[src/rtl/seq_arrdiv.sv]
// seq_arrdiv: sequential restoring divider evaluating UNROLL array rows per clock with valid/ready handshakes
module seq_arrdiv #(
  parameter int N = 8,
  parameter int UNROLL = 1
) (
  input  logic         clk,
  input  logic         rst,
  input  logic         in_valid,
  output logic         in_ready,
  input  logic [N-1:0] a,
  input  logic [N-1:0] b,
  output logic         out_valid,
  input  logic         out_ready,
  output logic [N-1:0] quotient,
  output logic [N-1:0] remainder,
  output logic         div_by_zero
);
  localparam int STEPS = N / UNROLL;
  localparam int CW = $clog2(STEPS) + 1;
  typedef enum logic [1:0] {IDLE, BUSY, DONE} state_t;
  state_t state;
  logic [N-1:0] dvd, dvs, quo, nd, nq;
  logic [N:0] rem, nr;
  logic [CW-1:0] cnt;
  if (N < 2 || N > 64 || N % UNROLL != 0) begin : g_bad_param
    $error("seq_arrdiv: N must be 2..64 and divisible by UNROLL");
  end
  assign in_ready = state == IDLE;
  assign out_valid = state == DONE;
  always_comb begin
    logic [N:0] rs;
    logic [N+1:0] diff;
    nr = rem;
    nd = dvd;
    nq = quo;
    rs = '0;
    diff = '0;
    for (int i = 0; i < UNROLL; i++) begin
      rs = {nr[N-1:0], nd[N-1]};
      diff = {1'b0, rs} - {2'b0, dvs};
      nr = diff[N+1] ? rs : diff[N:0];
      nq = {nq[N-2:0], ~diff[N+1]};
      nd = {nd[N-2:0], 1'b0};
    end
  end
  always_ff @(posedge clk) begin
    if (rst) begin
      state <= IDLE;
      quotient <= '0;
      remainder <= '0;
      div_by_zero <= 1'b0;
    end else begin
      case (state)
        IDLE: if (in_valid) begin
          dvd <= a;
          dvs <= b;
          rem <= '0;
          quo <= '0;
          cnt <= '0;
          state <= BUSY;
        end
        BUSY: begin
          rem <= nr;
          dvd <= nd;
          quo <= nq;
          cnt <= cnt + CW'(1);
          if (cnt == CW'(STEPS - 1)) begin
            quotient <= nq;
            remainder <= nr[N-1:0];
            div_by_zero <= dvs == '0;
            state <= DONE;
          end
        end
        DONE: if (out_ready) state <= IDLE;
        default: state <= IDLE;
      endcase
    end
  end
endmodule

[config.mk]
export PLATFORM = sky130hd
export DESIGN_NAME = seq_arrdiv
export DESIGN_NICKNAME = d
export VERILOG_FILES = /design/src/rtl/seq_arrdiv.sv
export SDC_FILE = /design/constraint.sdc
export NUM_CORES = 1
export LEC_CHECK = 0
export ABC_AREA = 1
export BUFFER_PORTS_ARGS = -buffer_cell sky130_fd_sc_hd__buf_2
export CELL_PAD_IN_SITES_DETAIL_PLACEMENT = 0
export CELL_PAD_IN_SITES_GLOBAL_PLACEMENT = 1
export CORE_AREA = 8 8 86 88
export CTS_CLUSTER_SIZE = 16
export DETAILED_ROUTE_END_ITERATION = 7
export DIE_AREA = 0 0 94 96
export GPL_TIMING_DRIVEN = 0
export PLACE_DENSITY = 0.91
export SETUP_SLACK_MARGIN = 0.15
export SLEW_MARGIN = 25
export SYNTH_ARGS = -nofsm -noshare
export SYNTH_HDL_FRONTEND = slang
export SYNTH_SLANG_ARGS = --single-unit
[constraint.sdc]
create_clock -name clk -period 4.6 [get_ports clk]
set_input_delay 0.46 -clock clk [delete_from_list [all_inputs] [get_ports clk]]
set_output_delay 0.46 -clock clk [all_outputs]
set_load 0.03 [all_outputs]
# Yosys cells after proc, flatten, opt, wreduce, memory -nomap -nowiden
# Cells that the tools add are included.
word_totals:
  register_bits: 54
  inputBits: 20
  out_inout_bits: 19
  wordCells: 39
op_classes:
  n_addsub: 2
  eq_ne: 6
  muxes: 13
  n_bitwise: 2
  n_reduce_logical: 7
ops:
  columns: ["operator", "n"]
  rows:
  - ["$pmux W8 S2", 2]
  - ["$mux W8", 3]
  - ["$pmux W7 S2", 1]
  - ["$sub A9 B8 Y10", 1]
  - ["$reduce_and A3 Y1", 3]
  - ["$logic_not A8 Y1", 1]
  - ["$pmux W4 S2", 1]
  - ["$mux W7", 1]
  - ["$mux W2", 3]
  - ["$pmux W2 S3", 1]
  - ["$add A4 B1 Y4 const B", 1]
  - ["$eq A4 B3 Y1 const B", 1]
  - ["$mux W4", 1]
  - ["$ne A2 B2 Y1 const B", 2]
  - ["$eq A2 B1 Y1 const B", 1]
  - ["$eq A2 B2 Y1 const B", 1]
  - ["$logic_not A2 Y1", 1]
  - ["$ne A2 B1 Y1 const B", 1]
  - ["$not A1 Y1", 2]
  - ["$reduce_and A2 Y1", 1]
  - ["$reduce_bool A2 Y1", 1]

# Logic depth before layout (Yosys ltp)
# Gate-level depths: netlist (run 1).
depth:
  ltp_word: 3
  depth_mapped: 12
  depth_no_buf: 12

# Least setup slack after synthesis (run 1)
# OpenSTA, ideal clock, no wires.
synth_timing:
  path_kind: "input port to flip-flop"
  start: "in rst"
  end: "reg cnt[0] (enable)"
  setup_time_ps: 420
  arrival_time_ps: 2096
  required_time_ps: 4180
  setup_slack_ps: 2084
  cell_stages: 2
  path_buffers: 0
  cell_sequence: "or2_2 > a21oi_1"
synth_via:
  elab_chain_len: 2
synth_rtl:
  columns: ["element", "line_no", "rtl"]
  rows:
  - ["start: declaration", "7", "input logic rst,"]
  - ["$not A1 Y1 (no line)", null, null]
  - ["$reduce_and A3 Y1 (no line)", null, null]
  - ["end signal: assignment", "66", "cnt <= cnt + CW'(1);"]
  - ["end: declaration", "24", "logic [CW-1:0] cnt;"]
# Every way passes these cells.
# A chain may end at the register's enable or synchronous reset.

# Worst setup path in the final report (run 1)
layout_timing:
  start: "reg rem[3]"
  end: "reg rem[1] (data pin)"
layout_via:
  elab_chain_len: 3
layout_rtl:
  columns: ["element", "line_no", "rtl"]
  rows:
  - ["start: declaration", "23", "logic [N:0] rem, nr;"]
  - ["start signal: assignment", "63", "rem <= nr;"]
  - ["$sub A9 B8 Y10", "40", "diff = {1'b0, rs} - {2'b0, dvs};"]
  - ["$mux W8", "41", "nr = diff[N+1] ? rs : diff[N:0];"]
  - ["$pmux W8 S2", "53", "case (state)"]
# Every way passes these cells.

==> results of run 1 <==
==> state kept, by name, indices dropped and copies added, names as in the netlist <==
name / cells
state: 2
dvs: 8
quotient: 8
quo: 7
remainder: 8
cnt: 4
rem: 8
div_by_zero: 1
dvd: 8
==> routing by layer <==
layer / vias to the layer above / track usage / wire length (µm)
met2: 40 / 0.218 / 2680
met1: 915 / 0.164 / 2520
li1: 1059 / - / -
met3: 10 / 0.0406 / 324
met4: 0 / 0.0489 / 87
met5: - / 0 / 0
==> worst paths after layout <==
kind,endpoint,depth (start not counted)
worst min-delay path,dvs[4],1
worst max register to register,rem[1],9
worst max-delay path,rem[1],9
worst min register to register,div_by_zero,2
==> report_power, final <==
group	internal [mW]	switching (mW)
clock	0.166	0.166
sequential	0.552	0.0132
combinational	0.0655	0.123
==> cells by family (layout without fill, tap and decap cells) <==
family                     after synthesis  in the layout  share of synthesized area
buffers and inverters                   58            105                     0.0895
xor gates and xnor gates                 4              4                     0.0130
DFF                                     54             54                      0.531
and+or+nand+nor                        150            150                      0.263
adders and majority gates               10             10                     0.0492
AOI/OAI and AO/OA                       23             23                     0.0543
==> synthesized netlist by cell type (3+ instances only) <==
cell	n
a211oi_1	5
a21oi_1	15
buf_6	3
clkbuf_1	3
dfxtp_1	19
edfxtp_1	35
ha_1	9
inv_1	48
nand2_1	64
nand2_2	3
nand3_1	15
nand3_2	3
nand4_1	9
nor2_1	41
or2_2	3
xnor2_1	3
==> layout make-up <==
| type | instances | area, µm² |
|---|---|---|
| Inverter | 50 | 188 |
| Clock buffer | 5 | 68.8 |
| Sequential cell | 54 | 1430 |
| Fill cell | 588 | 2960 |
| Clock inverter | 3 | 47.5 |
| Timing Repair Buffer | 39 | 205 |
| Multi-Input combinational cell | 187 | 1040 |
| Buffer | 8 | 53.8 |
| Tap cell | 77 | 96.3 |
==> worst max-delay path, delay by kind of cell, from the launching register on <==
kind                     cells  cell delay (ps)
AND/OR/NAND/NOR              6              750
flip-flops                   1              420
adder cells (fa/ha/maj)      1              360
buffers and inverters        1               90
AO/OA/AOI/OAI                1               70
==> metrics by stage <==
stage | cells | total power [mW] | setup WS, ps | hold WS [ps]
2_1_floorplan | 299 | 0.713 | 2080 | 493
3_5_place_dp | 415 | 0.765 | 2480 | 459
4_1_cts | 423 | 1.10 | 2650 | 311
5_1_grt | 423 | 1.14 | 2500 | 307
6_report | 423 | 1.09 | 2660 | 320
3_3_place_gp | 414 | 0.756 | 1280 | 452
==> results.yml, run 1 <==
global_route:
  grt_pass1_wl_um: 9460
  antenna_found_initial: 0
  grt_start_max_net_pins: 19
  grt_pass1_vias: 2057
  groute.usage.overall: 0.134
  overflow: 0
cells_and_area:
  mostFrequentLayoutCells: "nand2_1 (64), inv_1 (48), nor2_1 (41)"
  drive_gt1_frac: 0.211
  final_nets: 375
  diodes: 0
  final_common_cell: "nand2_1"
  area_delta_synth_final_pct: 16.1
  fin_area_um2: 3130
  post-route-util: 0.514
synth:
  syn-cell-area_um2: 2700
  synth_edf_count: 35
  yosys.area.top_type: "edfxtp_1"
  ys.flop_type: "edfxtp_1"
  ys_types: 32
  synth.net_count: 329
  synthesis.instances: 299
  synth.avg_cell_area_um2: 9.02
  yosysWarnings: 0
  synth.area.top_cells: "edfxtp_1 (39%), dfxtp_1 (14%), nand2_1 (8.9%)"
  ys_ff_latch: 54
  synth_top_area_frac: 0.390
  yosysSeqAreaShare: 0.531
  async_reset_ff_frac: 0
die:
  rows: 29
  initial_core_util: 0.443
  dieArea_um2: 9020
  die_x_um: 94
  dieHeight_um: 96
  ioPinCount: 39
  core_um2: 6100
cts:
  cts_setup_buffers: 0
  cts_buffers: 5
  postCtsResizedCells: 0
  hold_buffers: 0
  cts_tree: "yes"
  cts-root-buf: "clkbuf_8"
  clk_latency_ps: 310
  cts_max_path_buffers: 2
  cts.sinks: 54
  clkTransAtPathRegs_ps: 110
  h-tree-depth: 2
critical_path:
  worstPathArrival_ps: 2000
  slowest_delay_ps: 420
  timing.reg2reg.setup_slack_ps: 2660
  cpMostUsedCell: "nand2_1"
  setup.worst_path.class: "flop to flop"
  cp-start-kind: "flop"
  crit_required_ps: 4660
  crit_slowest_cell: "edfxtp_1"
  path_cells: "ha_1 -> nand2_1 -> nand2_1 -> inv_1 -> nand2_1 -> nand2_2 -> nand3_4 -> nand2_1 -> a21oi_1"
  r2r-start: "rem[3]"
  path_max_fanout: 10
  end_kind: "flop"
  startpoint: "rem[3]"
place:
  io_buffers: 38
  placed_area_um2: 3010
  post-dp-hpwl_um: 4310
  place_congestion: 0.830
detailed_routing:
  routed_via_density: 4.78
  drtPass1Iterations: 4
  dr_total_vias: 2024
  detail-route-antenna-nets: 0
  drtIter0Drc: 68
  wl_um: 5610
  routedWlPerCell_um: 13.3
  drc_errors: 0
timing:
  tightest_slew_ps: 629
  hold_viol_final: 0
  setup_tns_ps: 0
  timing.fmax_ghz: 0.514
  fin_skew_ps: 9.52
  max_slew_margin: 0.579
  final.period_utilization: 0.423
  drv_slew: 0
  setup-violations-final: 0
  rsz0062_at_grt: "false"
  period_minus_slack_ps: 1940
min_path:
  min_from: "b[4]"
  hp-class: "input port to flop"
flow_run:
  drv_cap: 0
pwr:
  ir_drop_uv: 216
  power_leakage_nw: 1.49
  pwr_density_cell_nw_per_um2: 347
outcome:
  status: "finished clean"
Power figures use the tool's default switching activity.
==> run 2, diff against run 1 <==
--- a/config.mk
+++ b/config.mk
@@ -9,12 +9,12 @@
 export BUFFER_PORTS_ARGS = -buffer_cell sky130_fd_sc_hd__buf_2
 export CELL_PAD_IN_SITES_DETAIL_PLACEMENT = 0
 export CELL_PAD_IN_SITES_GLOBAL_PLACEMENT = 1
-export CORE_AREA = 8 8 86 88
+export CORE_AREA = 8 8 89 91
 export CTS_CLUSTER_SIZE = 16
 export DETAILED_ROUTE_END_ITERATION = 7
-export DIE_AREA = 0 0 94 96
+export DIE_AREA = 0 0 97 99
 export GPL_TIMING_DRIVEN = 0
-export PLACE_DENSITY = 0.91
+export PLACE_DENSITY = 0.86
 export SETUP_SLACK_MARGIN = 0.15
 export SLEW_MARGIN = 25
 export SYNTH_ARGS = -nofsm -noshare
==> constraint.sdc (replaced) <==
create_clock -name clk -period 2 [get_ports clk]
set_input_delay 0.2 -clock clk [delete_from_list [all_inputs] [get_ports clk]]
set_output_delay 0.2 -clock clk [all_outputs]
set_load 0.03 [all_outputs]
==> run 2 against run 1 <==
Global-route usage is 1.3 points lower. Critical endpoint is now rem[7]. Clock-buffer cell count stayed put. Largest cell class unchanged. Largest power group unchanged. Sequential power is 130% higher.
==> results.yml, run 2 (same netlist as run 1, synthesis figures left out) <==
outcome:
  status: "finished clean"
cts:
  clk_latency_ps: 310
  cts.sinks: 54
  cts_buffers: 5
  cts_tree: "yes"
  h-tree-depth: 2
  cts_max_path_buffers: 2
  cts-root-buf: "clkbuf_8"
  clkTransAtPathRegs_ps: 110
  hold_buffers: 0
pwr:
  switching_share: 0.306
  p_clk_frac: 0.263
  p_seq_frac: 0.525
  pwr_density_cell_nw_per_um2: 743
  power_leakage_nw: 1.52
  ir_drop_uv: 502
  internal_power_mw: 1.73
  power.switching_mw: 0.762
  power_frac_comb: 0.212
  power_mw: 2.49
die:
  initial_core_util: 0.411
  rows: 30
  core_um2: 6570
  die_x_um: 97
  dieHeight_um: 99
  ioPinCount: 39
  dieArea_um2: 9600
timing:
  final.period_utilization: 0.921
  period_minus_slack_ps: 1840
  max_slew_margin: 0.583
  timing.fmax_ghz: 0.543
  rsz0062_at_grt: "true"
  fin_ws_ps: 157
  tightest_slew_ps: 621
  hold_viol_final: 0
  fin_skew_ps: 13.3
  setup-violations-final: 0
  drv_slew: 0
critical_path:
  r2r-start: "rem[6]"
  setup.worst_path.class: "flop to flop"
  crit_path_end: "rem[7]"
  startpoint: "rem[6]"
  cp-start-kind: "flop"
  r2r_cells: 7
  path_max_fanout: 5
  rr_endpoint: "rem[7]"
  crit_required_ps: 2170
  worstPathArrival_ps: 2010
  timing.reg2reg.setup_slack_ps: 160
  end_kind: "flop"
global_route:
  antenna_found_initial: 0
  grt_pass1_wl_um: 9780
  overflow: 0
  grt_start_max_net_pins: 20
  grt_pass1_vias: 2195
  groute.usage.overall: 0.120
detailed_routing:
  drc_errors: 0
  wl_um: 6060
  drtIter0Drc: 143
  routedWlPerCell_um: 14.0
  dr_total_vias: 2126
  detail-route-antenna-nets: 0
  routed_via_density: 4.91
  drtPass1Iterations: 4
cells_and_area:
  final_nets: 382
  drive_gt1_frac: 0.300
  mostFrequentLayoutCells: "nand2_1 (58), inv_1 (44), nor2_1 (41)"
  final_common_cell: "nand2_1"
  area_delta_synth_final_pct: 24.2
  diodes: 0
place:
  io_buffers: 38
  post-dp-hpwl_um: 4270
  place_congestion: 0.872
  detailedPlace.worstSlack_ps: 62.8
min_path:
  hp-class: "input port to flop"
flow_run:
  drv_cap: 0
run 2: cell count changes in the layout (fill, tap and decap cells not counted), sizes merged:
| cell | before | now |
|---|---|---|
| bufinv | 1 | 0 |
| buf | 44 | 48 |
| clkinv | 0 | 2 |
| nand2 | 67 | 68 |
| inv | 52 | 51 |
| nand3 | 20 | 22 |
run 2: through the flow:
stage	setup TNS (ps)	cells	util	area (µm²)	hold slack, ps
6_report	0	433	0.510	3350	63.3
3_5_place_dp	0	418	0.459	3010	379
3_3_place_gp	-5680	417	0.455	2990	379
5_1_grt	0	433	0.510	3350	52.1
2_1_floorplan	0	299	-	2700	299
4_1_cts	0	427	0.478	3140	52.2
run 2: area by class of cell:
class	count	area (µm²)
fillers	617	3220
well taps	80	100
repair buffers	43	239
plain buffers	8	53.8
inverters	50	188
multi-input cells	190	1240
clock buffers	5	68.8
flip-flops and latches	54	1430
clock inverters	3	28.8
run 2: timing repair:
action,4_1_cts,5_1_grt
setup buffers,1,3
cloned,0,3
pin swaps,2,11
setup endpoints to repair,24,18
gates resized for setup,3,34
run 2: power groups by stage:
stage                     registers [mW]  logic (mW)  clock network, mW
after floorplan                     1.33       0.312                  0
after global placement              1.33       0.414                  0
after detailed placement            1.33       0.428                  0
after CTS                           1.30       0.441              0.679
after global routing                1.31       0.591              0.712
final                               1.31       0.527              0.656
run 2: how the worst min path moves through the flow:
stage / startpoint / end / slack, ps / cells after the start
2_1_floorplan: b[0] / dvs[0] / 300 / 0
3_3_place_gp: b[1] / dvs[1] / 380 / 1
3_5_place_dp: b[2] / dvs[2] / 380 / 1
4_1_cts: b[6] / dvs[6] / 50 / 1
5_1_grt: b[2] / dvs[2] / 50 / 1
6_report: b[6] / dvs[6] / 60 / 1
run 2: worst max-delay path, stage by stage, from the launching register on:
cell	delay (ps)
edfxtp_1	470
ha_4	340
nand2_4	60
nor2_4	220
nand3_4	170
nand3_4	210
nand3_4	100
a21oi_2	120
run 2: routing by layer:
layer | share of wire | wire (µm) | vias up | track usage
met3 | 0.060 | 361 | 11 | 0.0385
met4 | 0.014 | 83 | 0 | 0.0367
li1 | - | - | 1075 | -
met2 | 0.48 | 2880 | 54 | 0.205
met1 | 0.45 | 2730 | 986 | 0.140
met5 | 0 | 0 | - | 0
